==> config.mk <==
export PLATFORM = sky130hd
export DESIGN_NAME = vga_sram_pixel_writer
export DESIGN_NICKNAME = d
export VERILOG_FILES = /design/src/rtl/vga_sram_pixel_writer_pkg.sv /design/src/rtl/vga_sram_pixel_writer.sv
export SDC_FILE = /design/constraint.sdc
export NUM_CORES = 1
export LEC_CHECK = 0
export CORE_ASPECT_RATIO = 1.25
export CORE_MARGIN = 10
export CORE_UTILIZATION = 48
export CTS_CLUSTER_DIAMETER = 120
export CTS_CLUSTER_SIZE = 24
export DETAILED_ROUTE_END_ITERATION = 6
export PLACE_DENSITY = 0.87
export SYNTH_ARGS = -nofsm -noshare
export SYNTH_HDL_FRONTEND = slang
export SYNTH_SLANG_ARGS = --single-unit
export TNS_END_PERCENT = 50
==> constraint.sdc <==
create_clock -name Clock -period 2.58 [get_ports Clock]
set_input_delay 0.387 -clock Clock [delete_from_list [all_inputs] [get_ports Clock]]
set_output_delay 0.387 -clock Clock [all_outputs]
set_load 0.05 [all_outputs]
==> src/rtl/vga_sram_pixel_writer_pkg.sv <==
// Shared definitions for the packed-RGB frame buffer writer.
//   PW_state_type     : writer FSM states
//   FRAME_*           : default frame geometry (320x240)
//   SRAM_*_W          : SRAM word address / data widths
//   PIX_CNT_W         : width of the per-frame pixel counter
package vga_sram_pixel_writer_pkg;

  localparam int unsigned FRAME_WIDTH  = 320;
  localparam int unsigned FRAME_HEIGHT = 240;
  localparam int unsigned FRAME_PIXELS = FRAME_WIDTH * FRAME_HEIGHT;

  localparam int unsigned SRAM_ADDR_W = 18;
  localparam int unsigned SRAM_DATA_W = 16;
  localparam int unsigned PIX_CNT_W   = 17;

  typedef enum logic [1:0] {
    S_PW_IDLE,
    S_PW_PIX0,
    S_PW_PIX1,
    S_PW_WORD2
  } PW_state_type;

endpackage

==> src/rtl/vga_sram_pixel_writer.sv <==
// Write side of the packed-RGB SRAM frame buffer.
// Accepts 24-bit pixels over valid/ready, packs each pixel pair into three
// 16-bit words {R0,G0},{B0,R1},{G1,B1} and writes them to consecutive
// addresses starting at the base sampled on an accepted Start.
// Ports:
//   Clock, Reset          : system clock, async active-high reset
//   Start                 : one-cycle frame start pulse (accepted only when idle)
//   SRAM_base_address     : first word address of the frame
//   Pixel_valid/_ready    : pixel handshake; Pixel_R/G/B carry the colour
//   SRAM_address/_write_data/_we_n : registered SRAM write port
//   Busy                  : frame in progress
//   Done                  : one-cycle pulse after the last word is written
module vga_sram_pixel_writer
  import vga_sram_pixel_writer_pkg::*;
#(
  parameter int unsigned NUM_PIXELS = FRAME_PIXELS
) (
  input  logic                   Clock,
  input  logic                   Reset,
  input  logic                   Start,
  input  logic [SRAM_ADDR_W-1:0] SRAM_base_address,
  input  logic                   Pixel_valid,
  output logic                   Pixel_ready,
  input  logic [7:0]             Pixel_R,
  input  logic [7:0]             Pixel_G,
  input  logic [7:0]             Pixel_B,
  output logic [SRAM_ADDR_W-1:0] SRAM_address,
  output logic [SRAM_DATA_W-1:0] SRAM_write_data,
  output logic                   SRAM_we_n,
  output logic                   Busy,
  output logic                   Done
);

  if (NUM_PIXELS == 0 || (NUM_PIXELS % 2) != 0 || NUM_PIXELS >= (1 << PIX_CNT_W)) begin : g_bad_num_pixels
    $error("NUM_PIXELS must be even, nonzero and fit the pixel counter");
  end

  PW_state_type           state, state_n;
  logic [SRAM_ADDR_W-1:0] word_ptr, word_ptr_n;
  logic [PIX_CNT_W-1:0]   pix_cnt, pix_cnt_n;
  logic [15:0]            colour_buf, colour_buf_n;
  logic                   done_pending, done_pending_n;

  logic                   ready_n, we_n_n, busy_n, done_n;
  logic [SRAM_ADDR_W-1:0] addr_n;
  logic [SRAM_DATA_W-1:0] data_n;
  logic                   xfer;

  assign xfer = Pixel_valid & Pixel_ready;

  always_ff @(posedge Clock or posedge Reset) begin
    if (Reset) begin
      state           <= S_PW_IDLE;
      word_ptr        <= '0;
      pix_cnt         <= '0;
      colour_buf      <= '0;
      done_pending    <= 1'b0;
      Pixel_ready     <= 1'b0;
      SRAM_address    <= '0;
      SRAM_write_data <= '0;
      SRAM_we_n       <= 1'b1;
      Busy            <= 1'b0;
      Done            <= 1'b0;
    end else begin
      state           <= state_n;
      word_ptr        <= word_ptr_n;
      pix_cnt         <= pix_cnt_n;
      colour_buf      <= colour_buf_n;
      done_pending    <= done_pending_n;
      Pixel_ready     <= ready_n;
      SRAM_address    <= addr_n;
      SRAM_write_data <= data_n;
      SRAM_we_n       <= we_n_n;
      Busy            <= busy_n;
      Done            <= done_n;
    end
  end

  always_comb begin
    state_n        = state;
    word_ptr_n     = word_ptr;
    pix_cnt_n      = pix_cnt;
    colour_buf_n   = colour_buf;
    done_pending_n = 1'b0;
    addr_n         = SRAM_address;
    data_n         = SRAM_write_data;
    we_n_n         = 1'b1;
    busy_n         = Busy;
    done_n         = 1'b0;

    unique case (state)
      S_PW_IDLE: begin
        // The last word leaves WORD2 together with done_pending, so Done
        // lands one cycle after that write; Start is refused in that cycle
        // (Busy still high) and in the Done cycle itself.
        if (done_pending) begin
          done_n = 1'b1;
          busy_n = 1'b0;
        end else if (Start && !Busy && !Done) begin
          word_ptr_n = SRAM_base_address;
          pix_cnt_n  = '0;
          busy_n     = 1'b1;
          state_n    = S_PW_PIX0;
        end
      end
      S_PW_PIX0: begin
        if (xfer) begin
          we_n_n            = 1'b0;
          addr_n            = word_ptr;
          data_n            = {Pixel_R, Pixel_G};
          word_ptr_n        = word_ptr + 1'b1;
          pix_cnt_n         = pix_cnt + 1'b1;
          colour_buf_n[7:0] = Pixel_B;
          state_n           = S_PW_PIX1;
        end
      end
      S_PW_PIX1: begin
        if (xfer) begin
          we_n_n       = 1'b0;
          addr_n       = word_ptr;
          data_n       = {colour_buf[7:0], Pixel_R};
          word_ptr_n   = word_ptr + 1'b1;
          pix_cnt_n    = pix_cnt + 1'b1;
          colour_buf_n = {Pixel_G, Pixel_B};
          state_n      = S_PW_WORD2;
        end
      end
      S_PW_WORD2: begin
        we_n_n     = 1'b0;
        addr_n     = word_ptr;
        data_n     = colour_buf;
        word_ptr_n = word_ptr + 1'b1;
        if (pix_cnt == PIX_CNT_W'(NUM_PIXELS)) begin
          done_pending_n = 1'b1;
          state_n        = S_PW_IDLE;
        end else begin
          state_n = S_PW_PIX0;
        end
      end
      default: state_n = S_PW_IDLE;
    endcase

    // Registered ready tracks the state being entered.
    ready_n = (state_n == S_PW_PIX0) || (state_n == S_PW_PIX1);
  end

endmodule

# [Word-level counts from Yosys, hierarchy flattened]
# Cells that the tools add are included.
[totals] ff_bits=92 latchBits=0 mem_bits_rw=0 romBits=0 input_bits=46 out_inout_bits=38 elab_cells=75 memories=0
[op_classes] add_sub_neg=2 n_mul=0 n_div=0 n_lt_le_gt_ge=0 n_eq_ne=11 n_shift=0 mux=30 bitwise_logic=1 n_reduce_logical=19
[ops] op="2-to-1 mux 18 bit" n=4
[ops] op="case mux 18 bit (3 select lines)" n=1
[ops] op="2-to-1 mux 17 bit" n=3
[ops] op="case mux 16 bit (3 select lines)" n=1
[ops] op="case mux 18 bit (2 select lines)" n=1
[ops] op="case mux 17 bit (2 select lines)" n=1
[ops] op="2-to-1 mux 16 bit" n=2
[ops] op="adder 18 x 1 -> 18 bit, second input constant" n=1
[ops] op="adder 17 x 1 -> 17 bit, second input constant" n=1
[ops] op="== test 17 bit, second input constant" n=1
[ops] op="2-to-1 mux 8 bit" n=2
[ops] op="case mux 8 bit (2 select lines)" n=1
[ops] op="AND reduction 3 bit" n=3
[ops] op="2-to-1 mux 1 bit" n=8
[ops] op="2-to-1 mux 2 bit" n=4
[ops] op="!= test 2 bit, second input constant" n=4
[ops] op="case mux 2 bit (4 select lines)" n=1
[ops] op="nonzero test 2 bit" n=4
[ops] op="== test 2 bit, second input constant" n=3
[ops] op="AND reduction 2 bit" n=3
[ops] op="== test 2 x 1 -> 1 bit, second input constant" n=2
[ops] op="AND reduction 4 bit" n=1
[ops] op="nonzero test 3 bit" n=1
[ops] op="logical AND 1 bit" n=2
[ops] op="7 further kinds" n=8

# [Longest topological paths before layout]
# Gate-level depths: netlist of the first run.
[logic_depth] word_depth=8 ltp_mapped=8 ltp_nobuf=6

# [Worst setup path after synthesis of the first run]
# OpenSTA, ideal clock, no wires.
[synth_timing] path_type="register to register" startpoint="reg Pixel_ready" endpoint="reg SRAM_write_data[0]" setup_ps=125 arrival_ps=2089 path_slack_ps=367 stages_incl_launch_ff=7 period_less_slack_ps=2213 cell_sequence="dfrtp_1 and2_0 o21ai_1 o31a_1 buf_2 buf_2 mux2_2"
[synth_via] elab_chain_cells=3
[synth_lines] item="from (decl)" line_no="vga_sram_pixel_writer.sv:23" text="output logic Pixel_ready,"
[synth_lines] item="from (signal assigned)" line_no="vga_sram_pixel_writer.sv:70" text="Pixel_ready <= ready_n;"
[synth_lines] item="AND 1 bit (*)" line_no="vga_sram_pixel_writer.sv:49" text="assign xfer = Pixel_valid & Pixel_ready;"
[synth_lines] item="!= test 2 bit (no line)"
[synth_lines] item="AND reduction 3 bit (no line) (*)"
[synth_lines] item="to (signal assigned)" line_no="vga_sram_pixel_writer.sv:72" text="SRAM_write_data <= data_n;"
[synth_lines] item="to (decl)" line_no="vga_sram_pixel_writer.sv:28" text="output logic [SRAM_DATA_W-1:0] SRAM_write_data,"
# Every way passes the cells marked *; elsewhere a longest branch is shown, timed or not.
# A chain may end at the register's enable or synchronous reset.

# [Final worst setup path of the first run]
[layout_timing] startpoint="reg state[0]" endpoint="reg SRAM_address[9]"
[layout_via] elab_chain_cells=4
[layout_lines] item="from (decl)" line_no="vga_sram_pixel_writer.sv:38" text="PW_state_type state, state_n;"
[layout_lines] item="from (signal assigned)" line_no="vga_sram_pixel_writer.sv:65" text="state <= state_n;"
[layout_lines] item="== test 2 bit or == test 2 x 1 -> 1 bit (tied branches)" line_no="vga_sram_pixel_writer.sv:91" text="unique case (state)"
[layout_lines] item="OR reduction 2 bit (no line)"
[layout_lines] item="!= test 2 x 1 -> 1 bit (no line) or nonzero test 2 bit (tied branches)"
[layout_lines] item="AND reduction 2 bit (no line)"
[layout_lines] item="to (signal assigned)" line_no="vga_sram_pixel_writer.sv:71" text="SRAM_address <= addr_n;"
[layout_lines] item="to (decl)" line_no="vga_sram_pixel_writer.sv:27" text="output logic [SRAM_ADDR_W-1:0] SRAM_address,"
# Parallel ways exist; a longest one is shown, timed or not.

==> flow_summary.json, run 1 <==
{
  "run_status": "finished, final reports clean",
  "count_of_tritonroute_iterations_in_the_first_routing_pass": 5,
  "synth-async-reset-ratio_pct": 100,
  "num_rows": 40,
  "detailedPlace.worstSlack_ns": 0.131,
  "setup.worst_path.class": "reg -> reg",
  "yosysWarnings": 0,
  "fmax_mhz": 457,
  "final_period_minus_worst_setup_slack_ns": 2.19,
  "ant_nets": 0,
  "crit_path_start_kind": "flip-flop",
  "synth.top_cell.area_share_pct": 48.1,
  "finalNetCount": 609,
  "setup_slack_ns": 0.390,
  "detail_route.iter0.violations": 262,
  "routed_via_density": 6.02,
  "placed_cells": 670,
  "worst_path_required_time_ns": 2.81,
  "ys_seq_elements": 92,
  "tritoncts": "built",
  "grt_max_degree": 33,
  "fin_cells": 686,
  "layout.cells.most_common_list": "91 x sky130_fd_sc_hd__dfrtp_1, 83 x sky130_fd_sc_hd__clkdlybuf4s50_1, 60 x sky130_fd_sc_hd__nand2_1",
  "initial_antenna_violation_count": 0,
  "crit_path_max_fanout": 24,
  "finalSetupTns_ns": 0,
  "power.density_cell_area_nw_per_um2": 1350,
  "hpwlAfterDp_um": 8970,
  "netlist_top_cells_area": "sky130_fd_sc_hd__dfrtp_1 48%, sky130_fd_sc_hd__mux2_2 11%, sky130_fd_sc_hd__nand2_1 4.8%, sky130_fd_sc_hd__o21ai_0 3.5%, sky130_fd_sc_hd__a22oi_1 2.9%",
  "cts.root.buffer_cell": "sky130_fd_sc_hd__clkbuf_16",
  "finalSetupViolCount": 0,
  "rel_slew_slack_pct": 51.8,
  "initial_utilization_pct": 49.2,
  "worst_ir_drop_vdd_uv": 800,
  "r2r_setup_slack_ns": 0.39,
  "clock_path_buffers": 2,
  "antenna_diode_count": 0,
  "most_frequent_standard_cell_in_the_layout_excluding_fill_and_tap_cells": "sky130_fd_sc_hd__dfrtp_1",
  "clk_pin_slew_ns": 0.07,
  "min-delay-path-class": "reg -> reg",
  "cts_post_setup_buffers_inserted": 0,
  "post_cts.resized_instances": 0,
  "final-hold-violation-count": 0,
  "slew_viol_final": 0,
  "netlist_instances": 471,
  "end_kind": "flip-flop",
  "synth_seq_area_share_pct": 48.7,
  "globalRouteOverflowTotal": 0,
  "total_number_of_clock_tree_sinks": 92,
  "cts_buffers": 9,
  "synth.cell_area_um2": 4730,
  "grt_pass1_wl_um": 20400,
  "n_fill_cell": 776,
  "place.port_buffers": 83,
  "synth_enable_flop_cells": 0,
  "yosys.cell_types.count": 57,
  "post_drt_wl_per_cell_um": 18.3,
  "drive_gt1_share_pct": 15.2,
  "dieWidth_um": 109,
  "post-route-period-util_pct": 84.9,
  "track_usage_pct": 17.8,
  "core_region_area_um2": 9610,
  "worst_ep_arrival_time_ns": 2.42,
  "worstSkewPairLatency_ns": 0.35,
  "postSynthNetCount": 525,
  "grt_setup_unrepaired": "false",
  "final.setup_skew_ns": 0.00838,
  "htree_num_levels": 3,
  "syn-mean-instance-area_um2": 10.0,
  "synth_top_flop_cell": "sky130_fd_sc_hd__dfrtp_1",
  "cell_taking_the_most_area_after_synthesis": "sky130_fd_sc_hd__dfrtp_1",
  "fp.dieArea_um2": 14300,
  "finalWirelength_um": 12600,
  "detailroute.via_count": 4133,
  "tightestPinTransition_ns": 0.721,
  "maxCapViolations": 0,
  "power.static_leakage_uw": 0.00253,
  "io_pins": 84,
  "die_height_um": 131,
  "ctsHoldBuffers": 0,
  "grt_pass1_vias": 4094,
  "gp_congestion": 0.890,
  "layout-area-overhead-vs-synth_pct": 27.9,
  "route.detailed.drc": 0
}
-- cell families (layout without fill, tap and decap cells) --
family,after synthesis,in the layout,synth area share (%)
and+or+nand+nor,151,151,16.1
DFF,92,92,48.7
AOI/OAI and AO/OA,123,123,17.5
buffers and inverters,47,136,3.83
adders and majority gates,8,8,2.12
xor gates and xnor gates,1,1,0.185
muxes,49,49,11.6
-- flip-flops by register name, summed over array words and instances, names as in the netlist --
register,count
Busy,1
Done,1
word_ptr,18
done_pending,1
colour_buf,16
pix_cnt,17
Pixel_ready,1
SRAM_address,18
SRAM_we_n,1
SRAM_write_data,16
state,2
-- stage by stage --
| stage | hold slack [ns] | utilization (%) | power [µW] | area, µm² |
|---|---|---|---|---|
| floorplan | 0.444 | - | 5550 | 4730 |
| global placement | 0.469 | 60.1 | 6740 | 5770 |
| detailed placement | 0.478 | 60.1 | 6940 | 5770 |
| CTS | 0.494 | 63.0 | 8210 | 6050 |
| global route | 0.515 | 63.0 | 8670 | 6050 |
| finish | 0.492 | 63.0 | 8190 | 6050 |
-- metal layers --
| layer | global-route usage [%] | vias up | wire [µm] |
|---|---|---|---|
| met5 | 0 | - | 0 |
| met3 | 4.85 | 25 | 960 |
| met1 | 20.2 | 2008 | 4900 |
| li1 | - | 1909 | - |
| met4 | 6.37 | 0 | 212 |
| met2 | 31.4 | 191 | 6500 |
-- path summary, 6_finish.rpt --
check | start | to | depth (start not counted)
min in group asynchronous | Reset | SRAM_address[11] | 2
max in group asynchronous | Reset | SRAM_write_data[13] | 3
worst max-delay path | state[0] | SRAM_address[9] | 7
worst min register to register | SRAM_address[4] | SRAM_address[4] | 2
worst min-delay path | SRAM_address[4] | SRAM_address[4] | 2
worst max register to register | state[0] | SRAM_address[9] | 7
-- synthesized netlist by cell type, drive strengths merged, types with 2 or more instances --
| master | count |
|---|---|
| a21oi | 17 |
| a32oi | 2 |
| a211o | 2 |
| nand2b | 2 |
| a31oi | 7 |
| mux2i | 3 |
| nand4 | 9 |
| nor4b | 2 |
| o22a | 2 |
| ha | 8 |
| mux2 | 46 |
| and4 | 8 |
| nor2 | 19 |
| nor3 | 8 |
| or3 | 3 |
| a311oi | 2 |
| a21boi | 4 |
| or4 | 4 |
| nand3 | 18 |
| buf | 4 |
| a211oi | 2 |
| nor4bb | 2 |
| nand2 | 60 |
| dfrtp | 91 |
| o41ai | 3 |
| and2 | 6 |
| o31ai | 4 |
| nor4 | 5 |
| inv | 20 |
| and3 | 3 |
| o21ai | 35 |
| o22ai | 3 |
| o2bb2ai | 3 |
| a22oi | 18 |
| clkbuf | 23 |
| a41oi | 3 |
| o211ai | 4 |
-- report_power, final --
group	total (µW)	switching [µW]	internal [µW]
logic	4410	2670	1740
registers	2550	502	2050
clock network	1230	550	681
-- layout make-up --
cell class / count / area (µm²) / share of cell area (%)
Tap cell: 126 / 158 / 2.61
Clock buffer: 11 / 243 / 4.01
Inverter: 20 / 78.8 / 1.30
Sequential cell: 92 / 2300 / 38.1
Clock inverter: 5 / 35.0 / 0.579
Timing Repair Buffer: 100 / 983 / 16.3
Multi-Input combinational cell: 332 / 2250 / 37.2
-- critical path: stages (launching register included) --
cell and delay (ns):
sky130_fd_sc_hd__dfrtp_1 0.41, sky130_fd_sc_hd__inv_1 0.12, sky130_fd_sc_hd__ha_1 0.34, sky130_fd_sc_hd__buf_4 0.21, sky130_fd_sc_hd__inv_1 0.17, sky130_fd_sc_hd__a21oi_2 0.15
sky130_fd_sc_hd__buf_4 0.29, sky130_fd_sc_hd__mux2_2 0.38
No activity file was read; power rests on OpenSTA's default activity.
==> inputs of run 2 (changes only) <==
Clock period 2.58 ns to 2 ns, I/O delays scaled along.
==> flow_summary.json, run 2 (synthesis gave the netlist of run 1 again) <==
{
  "run_status": "finished, final reports clean",
  "antenna_diode_count": 0,
  "htree_num_levels": 3,
  "track_usage_pct": 18.7,
  "gp_congestion": 0.899,
  "timing.critical_path.max_delay_family": "buffers and inverters",
  "power.static_leakage_uw": 0.00270,
  "crit_path_start_kind": "flip-flop",
  "initial_antenna_violation_count": 0,
  "finalSetupViolCount": 0,
  "cts.root.buffer_cell": "sky130_fd_sc_hd__clkbuf_16",
  "most_frequent_standard_cell_in_the_layout_excluding_fill_and_tap_cells": "sky130_fd_sc_hd__dfrtp_1",
  "crit_path_max_fanout": 1,
  "post-route-period-util_pct": 98.1,
  "total_number_of_clock_tree_sinks": 92,
  "tritoncts": "built",
  "crit_buf_inv": 1,
  "end_kind": "output port",
  "worst_path_largest_cell_delay_ns": 0.79,
  "fp.dieArea_um2": 14300,
  "utilization_pct": 66.5,
  "dieWidth_um": 109,
  "final-hold-violation-count": 0,
  "detailroute.via_count": 4180,
  "maxCapViolations": 0,
  "grt_setup_unrepaired": "false",
  "post_drt_wl_per_cell_um": 18.6,
  "final_period_minus_worst_setup_slack_ns": 1.96,
  "drive_gt1_share_pct": 20.4,
  "hpwlAfterDp_um": 9330,
  "finalSetupTns_ns": 0,
  "worst_ep_arrival_time_ns": 1.66,
  "count_of_tritonroute_iterations_in_the_first_routing_pass": 5,
  "total_power_uw": 11500,
  "min-delay-path-class": "in -> async",
  "worst_path_required_time_ns": 1.70,
  "fmax_mhz": 510,
  "detail_route.iter0.violations": 233,
  "cts_buffers": 9,
  "multi_input_gate_area_in_the_final_layout_um2": 2300,
  "launch_point_of_the_critical_path": "SRAM_we_n",
  "worst_ir_drop_vdd_uv": 1590,
  "grt_pass1_vias": 4339,
  "routed_via_density": 5.90,
  "worst_hold_slack_ns": 0.313,
  "crit_path_cell_trace": "clkdlybuf4s50_1",
  "io_pins": 84,
  "route.detailed.drc": 0,
  "timing.rr.start": "state[0]",
  "layout.area.seq_um2": 2300,
  "num_rows": 40,
  "grt_pass1_wl_um": 21200,
  "finalNetCount": 632,
  "slew_viol_final": 0,
  "layout.cells.most_common_list": "91 x sky130_fd_sc_hd__dfrtp_1, 82 x sky130_fd_sc_hd__clkdlybuf4s50_1, 60 x sky130_fd_sc_hd__nand2_1",
  "r2r_setup_slack_ns": 0.07,
  "layout-area-overhead-vs-synth_pct": 35.2,
  "n_fill_cell": 747,
  "clk_pin_slew_ns": 0.07,
  "timing.critical_path.slowest_stage_cell": "sky130_fd_sc_hd__clkdlybuf4s50_1",
  "clock_path_buffers": 2,
  "globalRouteOverflowTotal": 0,
  "worstSkewPairLatency_ns": 0.35,
  "core_region_area_um2": 9610,
  "finalWirelength_um": 13200,
  "die_height_um": 131,
  "power.density_cell_area_nw_per_um2": 1800,
  "largest_registers": "SRAM_address (18), word_ptr (18), pix_cnt (17)",
  "setup.worst_path.class": "reg -> out",
  "grt_max_degree": 33,
  "initial_utilization_pct": 49.2,
  "place.port_buffers": 83,
  "tightestPinTransition_ns": 0.603,
  "rel_slew_slack_pct": 59.6,
  "final.setup_skew_ns": 0.00926,
  "ant_nets": 0
}
==> run 2: cell count changes in the layout (fill, tap and decap cells not counted), sizes merged <==
cell,previous run,this run
buf,17,39
bufinv,0,1
clkbuf,11,13
clkdlybuf4s50,83,82
clkinv,3,1
clkinvlp,2,3
==> run 2: worst paths after layout <==
check                                         to  depth (start not counted)
worst max-delay path                   SRAM_we_n                          1
worst min-delay path            SRAM_address[15]                          2
worst max register to register   SRAM_address[3]                          7
worst min register to register   SRAM_address[4]                          2
max in group asynchronous                   Done                          3
min in group Clock               SRAM_address[4]                          2
==> run 2: metrics by stage <==
step / cell area, µm² / cells / worst slack, ns
final: 6390 / 709 / 0.0377
after global routing: 6390 / 709 / 0.00590
after CTS: 6270 / 705 / 0.0144
after detailed placement: 5950 / 689 / -0.302
after global placement: 5950 / 689 / -0.288
after floorplan: 4730 / 471 / -0.213
==> run 2: metal layers <==
metal | track usage, % | vias to the layer above | wire (µm)
met2 | 32.2 | 161 | 6860
met3 | 4.80 | 27 | 877
met4 | 10.0 | 0 | 396
li1 | - | 1956 | -
met5 | 0 | - | 0
met1 | 20.8 | 2036 | 5090
==> run 2: area by class of cell <==
type,instances,share of cell area [%]
Sequential cell,92,36.0
Multi-Input combinational cell,332,36.0
Clock inverter,5,0.920
Tap cell,126,2.47
Clock buffer,11,3.95
Inverter,20,1.23
Timing Repair Buffer,123,19.4
==> run 2: report_power, final <==
group | switching, µW | total (µW) | internal, µW
Sequential | 630 | 3270 | 2640
Combinational | 3650 | 6450 | 2800
Clock | 742 | 1780 | 1040
Total | 5020 | 11500 | 6480
==> run 2: timing repair <==
| action | in CTS | in global routing |
|---|---|---|
| setup buffers | 0 | 2 |
| hold buffers | 0 | 0 |
| gates resized for setup | 1 | 18 |
| gates cloned | 0 | 2 |
| endpoints found under the setup margin | 1 | 31 |
